## config.mk

```make
export PLATFORM = sky130hd
export DESIGN_NAME = led_band_gs_writer
export DESIGN_NICKNAME = d
export VERILOG_FILES = /design/src/rtl/led_band_gs_writer.sv
export SDC_FILE = /design/constraint.sdc
export NUM_CORES = 1
export LEC_CHECK = 0
export BUFFER_PORTS_ARGS = -buffer_cell sky130_fd_sc_hd__buf_2
export CORE_ASPECT_RATIO = 1.2
export CORE_MARGIN = 3
export CORE_UTILIZATION = 60
export DETAILED_ROUTE_END_ITERATION = 16
export GPL_ROUTABILITY_DRIVEN = 1
export GPL_TIMING_DRIVEN = 0
export PLACE_DENSITY = 0.85
export SYNTH_ARGS = -nofsm -noshare
export SYNTH_HDL_FRONTEND = slang
export SYNTH_SLANG_ARGS = --single-unit
```

## constraint.sdc

```tcl
create_clock -name clk -period 4.1 [get_ports clk]
set_input_delay 0.615 -clock clk [delete_from_list [all_inputs] [get_ports clk]]
set_output_delay 0.615 -clock clk [all_outputs]
set_load 0.05 [all_outputs]
```

## src/rtl/led_band_gs_writer.sv

```systemverilog
// led_band_gs_writer: streams one grayscale frame of N_WORDS x WORD_W-bit
// words into a TLC5957 chain over SOUT/SCLK/LAT. Words are fetched from the
// pixel buffer with a rd_req/rd_valid handshake, SCLK is divided down from
// clk, and LAT carries WRTGS (1 bit) on every word but the last, which
// carries LATGS (3 bits).
// Optional build macro GS_LINE_RESET_EN: the final word carries LINERESET
// (7 LAT bits) instead of LATGS.
module led_band_gs_writer #(
  parameter int CLK_DIV = 5,
  parameter int WORD_W  = 48,
  parameter int N_WORDS = 16
) (
  input  logic              clk,
  input  logic              rst,
  input  logic              en,
  input  logic              start,
  output logic              rd_req,
  input  logic [WORD_W-1:0] rd_data,
  input  logic              rd_valid,
  output logic              SCLK,
  output logic              SOUT,
  output logic              LAT,
  output logic              busy,
  output logic              done
);

  localparam int BIT_W  = $clog2(WORD_W + 1);
  localparam int WCNT_W = $clog2(N_WORDS + 1);
  localparam int DIV_W  = $clog2(CLK_DIV + 1);
`ifdef GS_LINE_RESET_EN
  localparam int LAST_L = 7;
`else
  localparam int LAST_L = 3;
`endif

  // First bit index at which LAT goes high, for ordinary and final words
  localparam logic [BIT_W-1:0]  WRT_START  = BIT_W'(WORD_W - 1);
  localparam logic [BIT_W-1:0]  LAST_START = BIT_W'(WORD_W - LAST_L);
  localparam logic [BIT_W-1:0]  LAST_BIT   = BIT_W'(WORD_W - 1);
  localparam logic [WCNT_W-1:0] LAST_WORD  = WCNT_W'(N_WORDS - 1);
  localparam logic [DIV_W-1:0]  DIV_LAST   = DIV_W'(CLK_DIV - 1);

  typedef enum logic [1:0] {IDLE, FETCH, SHIFT, DONE} state_t;

  state_t             state;
  state_t             state_nxt;
  logic [WORD_W-1:0]  shreg;
  logic [BIT_W-1:0]   bit_cnt;
  logic [WCNT_W-1:0]  word_cnt;
  logic [DIV_W-1:0]   div_cnt;

  logic               phase_end;
  logic               fall_evt;
  logic               word_end;
  logic               last_word;
  logic [BIT_W-1:0]   lat_start;
  logic [BIT_W-1:0]   bit_nxt;

  assign phase_end = (state == SHIFT) && (div_cnt == DIV_LAST);
  assign fall_evt  = phase_end && SCLK;
  assign word_end  = fall_evt && (bit_cnt == LAST_BIT);
  assign last_word = (word_cnt == LAST_WORD);
  assign lat_start = last_word ? LAST_START : WRT_START;
  assign bit_nxt   = bit_cnt + BIT_W'(1);
  assign rd_req    = (state == FETCH);

  // State register; reset abandons any frame in progress
  always_ff @(posedge clk or negedge rst) begin
    if (!rst) begin
      state <= IDLE;
    end else begin
      state <= state_nxt;
    end
  end

  // Next-state decode: start only when idle and granted, words until the last
  always_comb begin
    state_nxt = state;
    case (state)
      IDLE:    if (start && en) state_nxt = FETCH;
      FETCH:   if (rd_valid) state_nxt = SHIFT;
      SHIFT:   if (word_end) state_nxt = last_word ? DONE : FETCH;
      DONE:    state_nxt = IDLE;
      default: state_nxt = IDLE;
    endcase
  end

  // Datapath: word capture, SCLK divider, bit shifting and LAT framing
  always_ff @(posedge clk or negedge rst) begin
    if (!rst) begin
      shreg    <= '0;
      bit_cnt  <= '0;
      word_cnt <= '0;
      div_cnt  <= '0;
      SCLK     <= 1'b0;
      SOUT     <= 1'b0;
      LAT      <= 1'b0;
      busy     <= 1'b0;
      done     <= 1'b0;
    end else begin
      done <= 1'b0;
      case (state)
        IDLE: begin
          if (start && en) begin
            busy     <= 1'b1;
            word_cnt <= '0;
            bit_cnt  <= '0;
            div_cnt  <= '0;
          end
        end
        FETCH: begin
          if (rd_valid) begin
            shreg   <= rd_data;
            SOUT    <= rd_data[WORD_W-1];
            LAT     <= (lat_start == '0);
            bit_cnt <= '0;
            div_cnt <= '0;
            SCLK    <= 1'b0;
          end
        end
        SHIFT: begin
          if (phase_end) begin
            div_cnt <= '0;
            SCLK    <= ~SCLK;
            if (fall_evt) begin
              shreg <= {shreg[WORD_W-2:0], 1'b0};
              if (word_end) begin
                SOUT     <= 1'b0;
                LAT      <= 1'b0;
                bit_cnt  <= '0;
                word_cnt <= word_cnt + WCNT_W'(1);
                if (last_word) begin
                  done <= 1'b1;
                  busy <= 1'b0;
                end
              end else begin
                bit_cnt <= bit_nxt;
                SOUT    <= shreg[WORD_W-2];
                LAT     <= (bit_nxt >= lat_start);
              end
            end
          end else begin
            div_cnt <= div_cnt + DIV_W'(1);
          end
        end
        default: ;
      endcase
    end
  end

endmodule

```

==> flow_metrics.py, run 1 <==
metrics = {
    "final_layout": {
        "final_cell_mix": "105 x nand2_1, 69 x buf_2, 68 x dfrtp_1, 57 x nor2_1, 49 x a31oi_1",
        "drive_above_1_share_pct": 22.0,
        "fillCellCount": 394,
        "nets": 509,
        "layout_commonest_cell": "nand2_1",
        "fin_util_pct": 75.3,
        "multiInputGateArea_sq_mm": 0.00142,
        "seqCellArea_sq_mm": 0.00170,
        "fin_cells": 514,
        "synthToLayoutAreaGrowth_pct": 17.0,
        "diodes": 0,
    },
    "setup_path": {
        "required_ps": 3480,
        "ff2ff_path_depth": 6,
        "r2r-start": "bit_cnt[1]$_DFFE_PN0P_",
        "cp-end-kind": "output pin",
        "startpoint_type": "register",
        "crit_start": "state[0]$_DFFE_PN0P_",
        "r2r_slack_ps": 2200,
        "cp-endpoint": "rd_req",
        "r2r_end": "word_cnt[3]$_DFFE_PN0P_",
        "critical_path_arrival_ps": 1310,
        "path_max_fanout": 8,
        "criticalPathCategory": "register to output pin",
    },
    "power": {
        "ir_drop_mv": 0.427,
        "leakage_nw": 1.81,
        "powerDensity_mw_per_mm2": 617,
    },
    "route": {
        "drc": 0,
        "topRoutingLayerUsed": "met4",
        "detail_route.first_pass.iterations": 4,
        "met1_length_microns": 3150,
        "finalWirelength_microns": 7370,
        "wl_per_cell_microns": 14.3,
        "viasPerCell": 5.70,
        "drtIter0Drc": 202,
        "dr_wl_met2_microns": 3670,
        "num_vias": 2929,
        "wl_met3_microns": 399,
        "ant_nets": 0,
    },
    "sta": {
        "timing.fmax_mhz": 519,
        "drv_slew": 0,
        "setup_viol": 0,
        "clock_skew_ps": 8.74,
        "hold_violations": 0,
        "timing.hold.ws_ps": 368,
        "relSlewSlack_pct": 43.4,
        "fin_crit_ps": 1930,
        "post-route-period-util_pct": 47.0,
        "setup_tns_ps": 0,
        "rsz0062_at_grt": "no",
        "worst_pin_slew_ps": 849,
    },
    "logic_synthesis": {
        "syn_avg_cell_area_sq_um": 8.62,
        "syn_area_sq_mm": 0.00329,
        "synthDistinctLibCells": 42,
        "synth_mux_area_share_pct": 0.988,
        "yosys.area_share.simple_pct": 23.4,
        "async_reset_ff_share_pct": 100,
        "syn_inst": 382,
        "synth-xor-area-share_pct": 0,
        "synth-warning-count": 0,
        "synth_seq_cells": 68,
        "synth_top_family_by_area": "simple AND/OR/NAND/NOR gates",
        "synth_compound_area_share_pct": 17.0,
        "synth_edf_count": 0,
        "synthAdderAreaFrac_pct": 1.90,
        "seq_area_frac_synth_pct": 51.7,
        "synth_nets": 440,
        "yosys_most_used_dff": "dfrtp_1",
    },
    "die": {
        "ios": 59,
        "die_x_microns": 73.6,
        "die_h_microns": 87.1,
        "fp-row-count": 28,
        "core_area_sq_mm": 0.00511,
        "start_util_pct": 64.4,
        "die-area_sq_mm": 0.00641,
    },
    "cts": {
        "worstSkewPairLatency_ps": 340,
        "cts_num_sinks": 68,
        "h-tree-depth": 3,
        "cts.clk_slew.worst_paths_ps": 70,
        "cts_root_buf": "clkbuf_8",
        "postCtsHoldBufs": 0,
        "cts_made_buffers": 9,
        "cts_resized": 0,
        "clk_path_buf_depth": 2,
        "post_cts_buffers": 0,
        "cts_tree": "yes",
    },
    "outcome": {
        "status": "finished, final reports clean",
    },
    "global_route": {
        "grt_max_degree": 69,
        "grt_pass1_vias": 2830,
        "grtUsageTotal_pct": 25.1,
        "grt_pass1_wl_microns": 12600,
        "overflow": 0,
        "antenna_found_initial": 0,
    },
    "placed_design": {
        "dp_hpwl_microns": 5120,
        "globalplace.congestion": 0.841,
        "dp_cells": 500,
        "port_buffers": 58,
    },
    "job": {
        "cap_violations": 0,
    },
    "worst_hold_path": {
        "hold_class": "input pin to async pin",
    },
}
[layer usage]
metal  up-vias  track usage [%]
li1       1442                -
met1      1380             32.6
met2        95             40.6
met3        12             4.50
met4         0             11.5
met5         -                0
[kinds of logic (layout without fill, tap and decap cells)]
kind of cell	count (synthesis)	in the layout
simple gates	186	186
compound gates	86	86
flops	68	68
buf+inv	34	106
fa+ha+maj	5	5
mux	3	3
[through the flow]
step,total power [mW],instance area (sq um),setup WS (ps)
3_5_place_dp,1.83,3660,2190
4_1_cts,2.38,3850,2170
6_report,2.37,3850,2170
3_3_place_gp,1.80,3660,2090
5_1_grt,2.55,3850,2050
2_1_floorplan,1.62,3290,2300
[area by class of cell]
cell class	count	share of cell area [%]
sequential	68	44.2
multi-input combinational	280	37.0
timing repair buffer	58	7.60
clock buffer	12	4.03
buffer	26	3.54
tap	60	1.95
clock inverter	2	0.910
inverter	8	0.780
[critical path, stage by stage (launching register included)]
cell	delay (ps)
dfrtp_1	460
inv_1	150
nor2_1	100
buf_2	270
[registers in the layout, summed over array words and instances (netlist names)]
name and cells:
SOUT 1, state 2, shreg 47, word_cnt 5, SCLK 1, bit_cnt 6, done 1, div_cnt 3
LAT 1, busy 1
[cell usage after synthesis, drive strengths merged, types with 2 or more instances]
cell | instances | share of area, %
nor2 | 57 | 6.5
and3 | 2 | 0.42
a21o | 2 | 0.46
ha | 5 | 1.9
nor2b | 2 | 0.38
nand3 | 7 | 1.1
nand2 | 105 | 12
mux2 | 2 | 0.68
or3 | 2 | 0.38
dfrtp | 68 | 52
inv | 8 | 0.91
a31oi | 49 | 9.3
a21oi | 7 | 1.1
nor3 | 4 | 0.61
clkbuf | 8 | 0.95
buf | 18 | 3.2
a22o | 3 | 0.84
o21ai | 14 | 2.2
[power breakdown]
group	switching, mW	internal (mW)	total [mW]
Clock	0.240	0.307	0.547
Combinational	0.486	0.308	0.794
Sequential	0.132	0.902	1.03
Total	0.858	1.52	2.37
[worst min-delay path by stage]
| stage | to | cells past startpoint | slack (ps) | start |
|---|---|---|---|---|
| 3_5_place_dp | LAT$_DFFE_PN0P_ | 1 | 490 | LAT$_DFFE_PN0P_ |
| 3_3_place_gp | LAT$_DFFE_PN0P_ | 1 | 480 | LAT$_DFFE_PN0P_ |
| 6_report | shreg[19]$_DFFE_PN0P_ | 1 | 370 | rst |
| 4_1_cts | shreg[19]$_DFFE_PN0P_ | 1 | 410 | rst |
| 5_1_grt | shreg[23]$_DFFE_PN0P_ | 1 | 440 | rst |
| 2_1_floorplan | LAT$_DFFE_PN0P_ | 0 | 320 | rst |
(Power assumes the default switching activity.)
==> run 2: changes to the inputs <==
ABC_AREA = 1   (was not set)
CORE_UTILIZATION = 57   (was 60)
PLACE_DENSITY = 0.8   (was 0.85)
clock period = 1.93 ns   (was 4.1 ns; I/O delays follow)
==> run 2 against run 1 <==
  * Global-route usage decreased by 2.9 points
  * Hold slack got worse by 330 ps
  * Final cell count grew 11%
  * Synthesized area up 16%
==> flow_metrics.py, run 2 <==
metrics = {
    "die": {
        "fp-row-count": 32,
        "die_x_microns": 80.7,
        "die_h_microns": 95.6,
        "die-area_sq_mm": 0.00772,
        "start_util_pct": 59.2,
        "core_area_sq_mm": 0.00645,
        "ios": 59,
    },
    "global_route": {
        "grt_pass1_vias": 2949,
        "grt_pass1_wl_microns": 13300,
        "grt_use_met3_pct": 4.91,
        "grt_use_met1_pct": 28.3,
        "overflow": 0,
        "globalRoute.busiestLayer": "met2",
        "met2_usage_pct": 38.2,
        "grtUsageTotal_pct": 22.2,
        "antenna_found_initial": 0,
        "grt_max_degree": 69,
    },
    "cts": {
        "cts_num_sinks": 68,
        "cts_root_buf": "clkbuf_8",
        "postCtsHoldBufs": 0,
        "worstSkewPairLatency_ps": 350,
        "cts_tree": "yes",
        "cts_resized": 0,
        "clk_path_buf_depth": 2,
        "cts_made_buffers": 9,
        "h-tree-depth": 3,
        "cts.clk_slew.worst_paths_ps": 70,
        "post_cts_buffers": 0,
    },
    "setup_path": {
        "cp_top_family": "buffers and inverters",
        "r2r_end": "shreg[34]$_DFFE_PN0P_",
        "startpoint_type": "register",
        "required_ps": 2170,
        "cp-end-kind": "register",
        "path_cells": "inv_1, ha_1, nand3_1, nand2_2, nand2_4, inv_2, buf_6, buf_4, o21ai_2",
        "cp.buffers_inverters": 4,
        "cp_slowest_cell": "dfrtp_1",
        "ff2ff_path_depth": 9,
        "critical_path_arrival_ps": 1950,
        "slowest_delay_ps": 400,
        "criticalPathCategory": "register to register",
        "path_max_fanout": 10,
        "r2r_slack_ps": 210,
        "r2r-start": "div_cnt[0]$_DFFE_PN0P_",
    },
    "sta": {
        "setup_tns_ps": 0,
        "rsz0062_at_grt": "no",
        "fin_crit_ps": 1720,
        "clock_skew_ps": 11.4,
        "relSlewSlack_pct": 43.9,
        "timing.hold.ws_ps": 41.4,
        "post-route-period-util_pct": 89.0,
        "worst_pin_slew_ps": 842,
        "drv_slew": 0,
        "hold_violations": 0,
        "timing.fmax_mhz": 582,
        "setup_viol": 0,
    },
    "logic_synthesis": {
        "syn_avg_cell_area_sq_um": 9.26,
        "yosys_most_used_dff": "dfrtp_1",
        "synthDistinctLibCells": 28,
        "synth.most_common_cell": "nand2_1",
        "synth_top_area_share_pct": 44.6,
        "synth_area_leaders": "dfrtp_1 45%, o211ai_2 13%, nand2_1 9.3%",
        "syn_area_sq_mm": 0.00382,
        "async_reset_ff_share_pct": 100,
        "synth_edf_count": 0,
        "synth-warning-count": 0,
        "yosys.area.top_type": "dfrtp_1",
        "synth_seq_cells": 68,
        "seq_area_frac_synth_pct": 44.6,
        "syn_inst": 412,
        "synthTopCellsByCount": "95 x nand2_1, 68 x dfrtp_1, 67 x inv_1",
        "synth_nets": 470,
    },
    "power": {
        "clkPwrFrac_pct": 16.4,
        "powerDensity_mw_per_mm2": 1600,
        "p_int_mw": 3.97,
        "leakage_nw": 2.14,
        "p_comb_share_pct": 52.3,
        "p_seq_share_pct": 31.2,
        "ir_drop_mv": 0.956,
        "switchingPower_mw": 3.06,
        "swShare_pct": 43.5,
    },
    "route": {
        "drc": 0,
        "viasPerCell": 5.21,
        "detail_route.first_pass.iterations": 4,
        "finalWirelength_microns": 7730,
        "wl_per_cell_microns": 13.6,
        "ant_nets": 0,
        "drtIter0Drc": 148,
        "num_vias": 2970,
    },
    "placed_design": {
        "port_buffers": 58,
        "globalplace.congestion": 0.867,
        "dp_hpwl_microns": 5500,
    },
    "final_layout": {
        "nets": 539,
        "diodes": 0,
        "synthToLayoutAreaGrowth_pct": 15.4,
        "largest_register_ffs": 47,
        "reg.largest.list": "shreg x47, bit_cnt x6, word_cnt x5",
        "regMostFlops": "shreg",
        "seqCellArea_sq_mm": 0.00170,
        "drive_above_1_share_pct": 36.7,
        "fillCellCount": 523,
        "layout_commonest_cell": "nand2_1",
        "final_cell_mix": "95 x nand2_1, 68 x dfrtp_1, 67 x inv_1, 64 x buf_2",
        "multiInputGateArea_sq_mm": 0.00168,
    },
    "worst_hold_path": {
        "hold_class": "input pin to async pin",
    },
    "job": {
        "cap_violations": 0,
    },
    "outcome": {
        "status": "finished, final reports clean",
    },
}
[run 2: final cells by class]
class                      count  area share (%)
clock buffer                  10            3.12
buffer                        21            3.95
timing repair buffer          58            6.65
clock inverter                 5            1.19
multi-input combinational    254            38.2
tap                           85            2.41
inverter                      69            5.88
sequential                    68            38.6
[run 2: stage by stage]
step	cells	setup slack, ps	area (sq um)	utilization, %	power, mW
finish	570	212	4410	68.3	7.04
global route	570	95.6	4410	68.3	7.60
CTS	570	190	4410	68.3	7.10
detailed placement	555	223	4220	65.4	5.93
global placement	555	212	4210	65.4	5.79
floorplan	412	279	3820	-	5.19
[run 2: worst max path at each step]
stage                           startpoint                endpoint  slack, ps  cells after the start
floorplan                 SCLK$_DFFE_PN0P_   shreg[31]$_DFFE_PN0P_        280                      7
global placement                       rst  div_cnt[1]$_DFFE_PN0P_        210                      1
detailed placement  div_cnt[0]$_DFFE_PN0P_   shreg[34]$_DFFE_PN0P_        220                      9
CTS                 div_cnt[0]$_DFFE_PN0P_   shreg[34]$_DFFE_PN0P_        190                      9
global route        div_cnt[0]$_DFFE_PN0P_   shreg[34]$_DFFE_PN0P_        100                      9
finish              div_cnt[0]$_DFFE_PN0P_   shreg[34]$_DFFE_PN0P_        210                      9
[run 2: power by group through the flow]
stage | registers (mW) | logic (mW) | clock network, mW
floorplan | 2.29 | 2.90 | 0
global placement | 2.20 | 3.59 | 0
detailed placement | 2.23 | 3.70 | 0
CTS | 2.20 | 3.73 | 1.17
global route | 2.25 | 4.13 | 1.22
finish | 2.20 | 3.68 | 1.16
[run 2: per-layer routing]
layer  routed length [microns]  share of wire [%]  vias to the layer above
li1                          -                  -                     1485
met1                      3390                 44                     1409
met2                      3870                 50                       66
met3                       388                5.0                       10
met4                        86                1.1                        0
met5                         0                  0                        -
[run 2: kinds of logic after synthesis]
logic type / share of synthesized area, %
and+or+nand+nor: 14.6
DFF: 44.6
AOI/OAI and AO/OA: 27.1
buffers and inverters: 11.3
xor gates and xnor gates: 0.689
adders and majority gates: 1.64
[run 2: worst register-to-register path, cell delays in order, from the launching register on]
cell and delay [ps]:
dfrtp_1 400, inv_1 70, ha_1 170, nand3_1 170, nand2_2 160, nand2_4 80
inv_2 70, buf_6 170, buf_4 240, o21ai_2 70
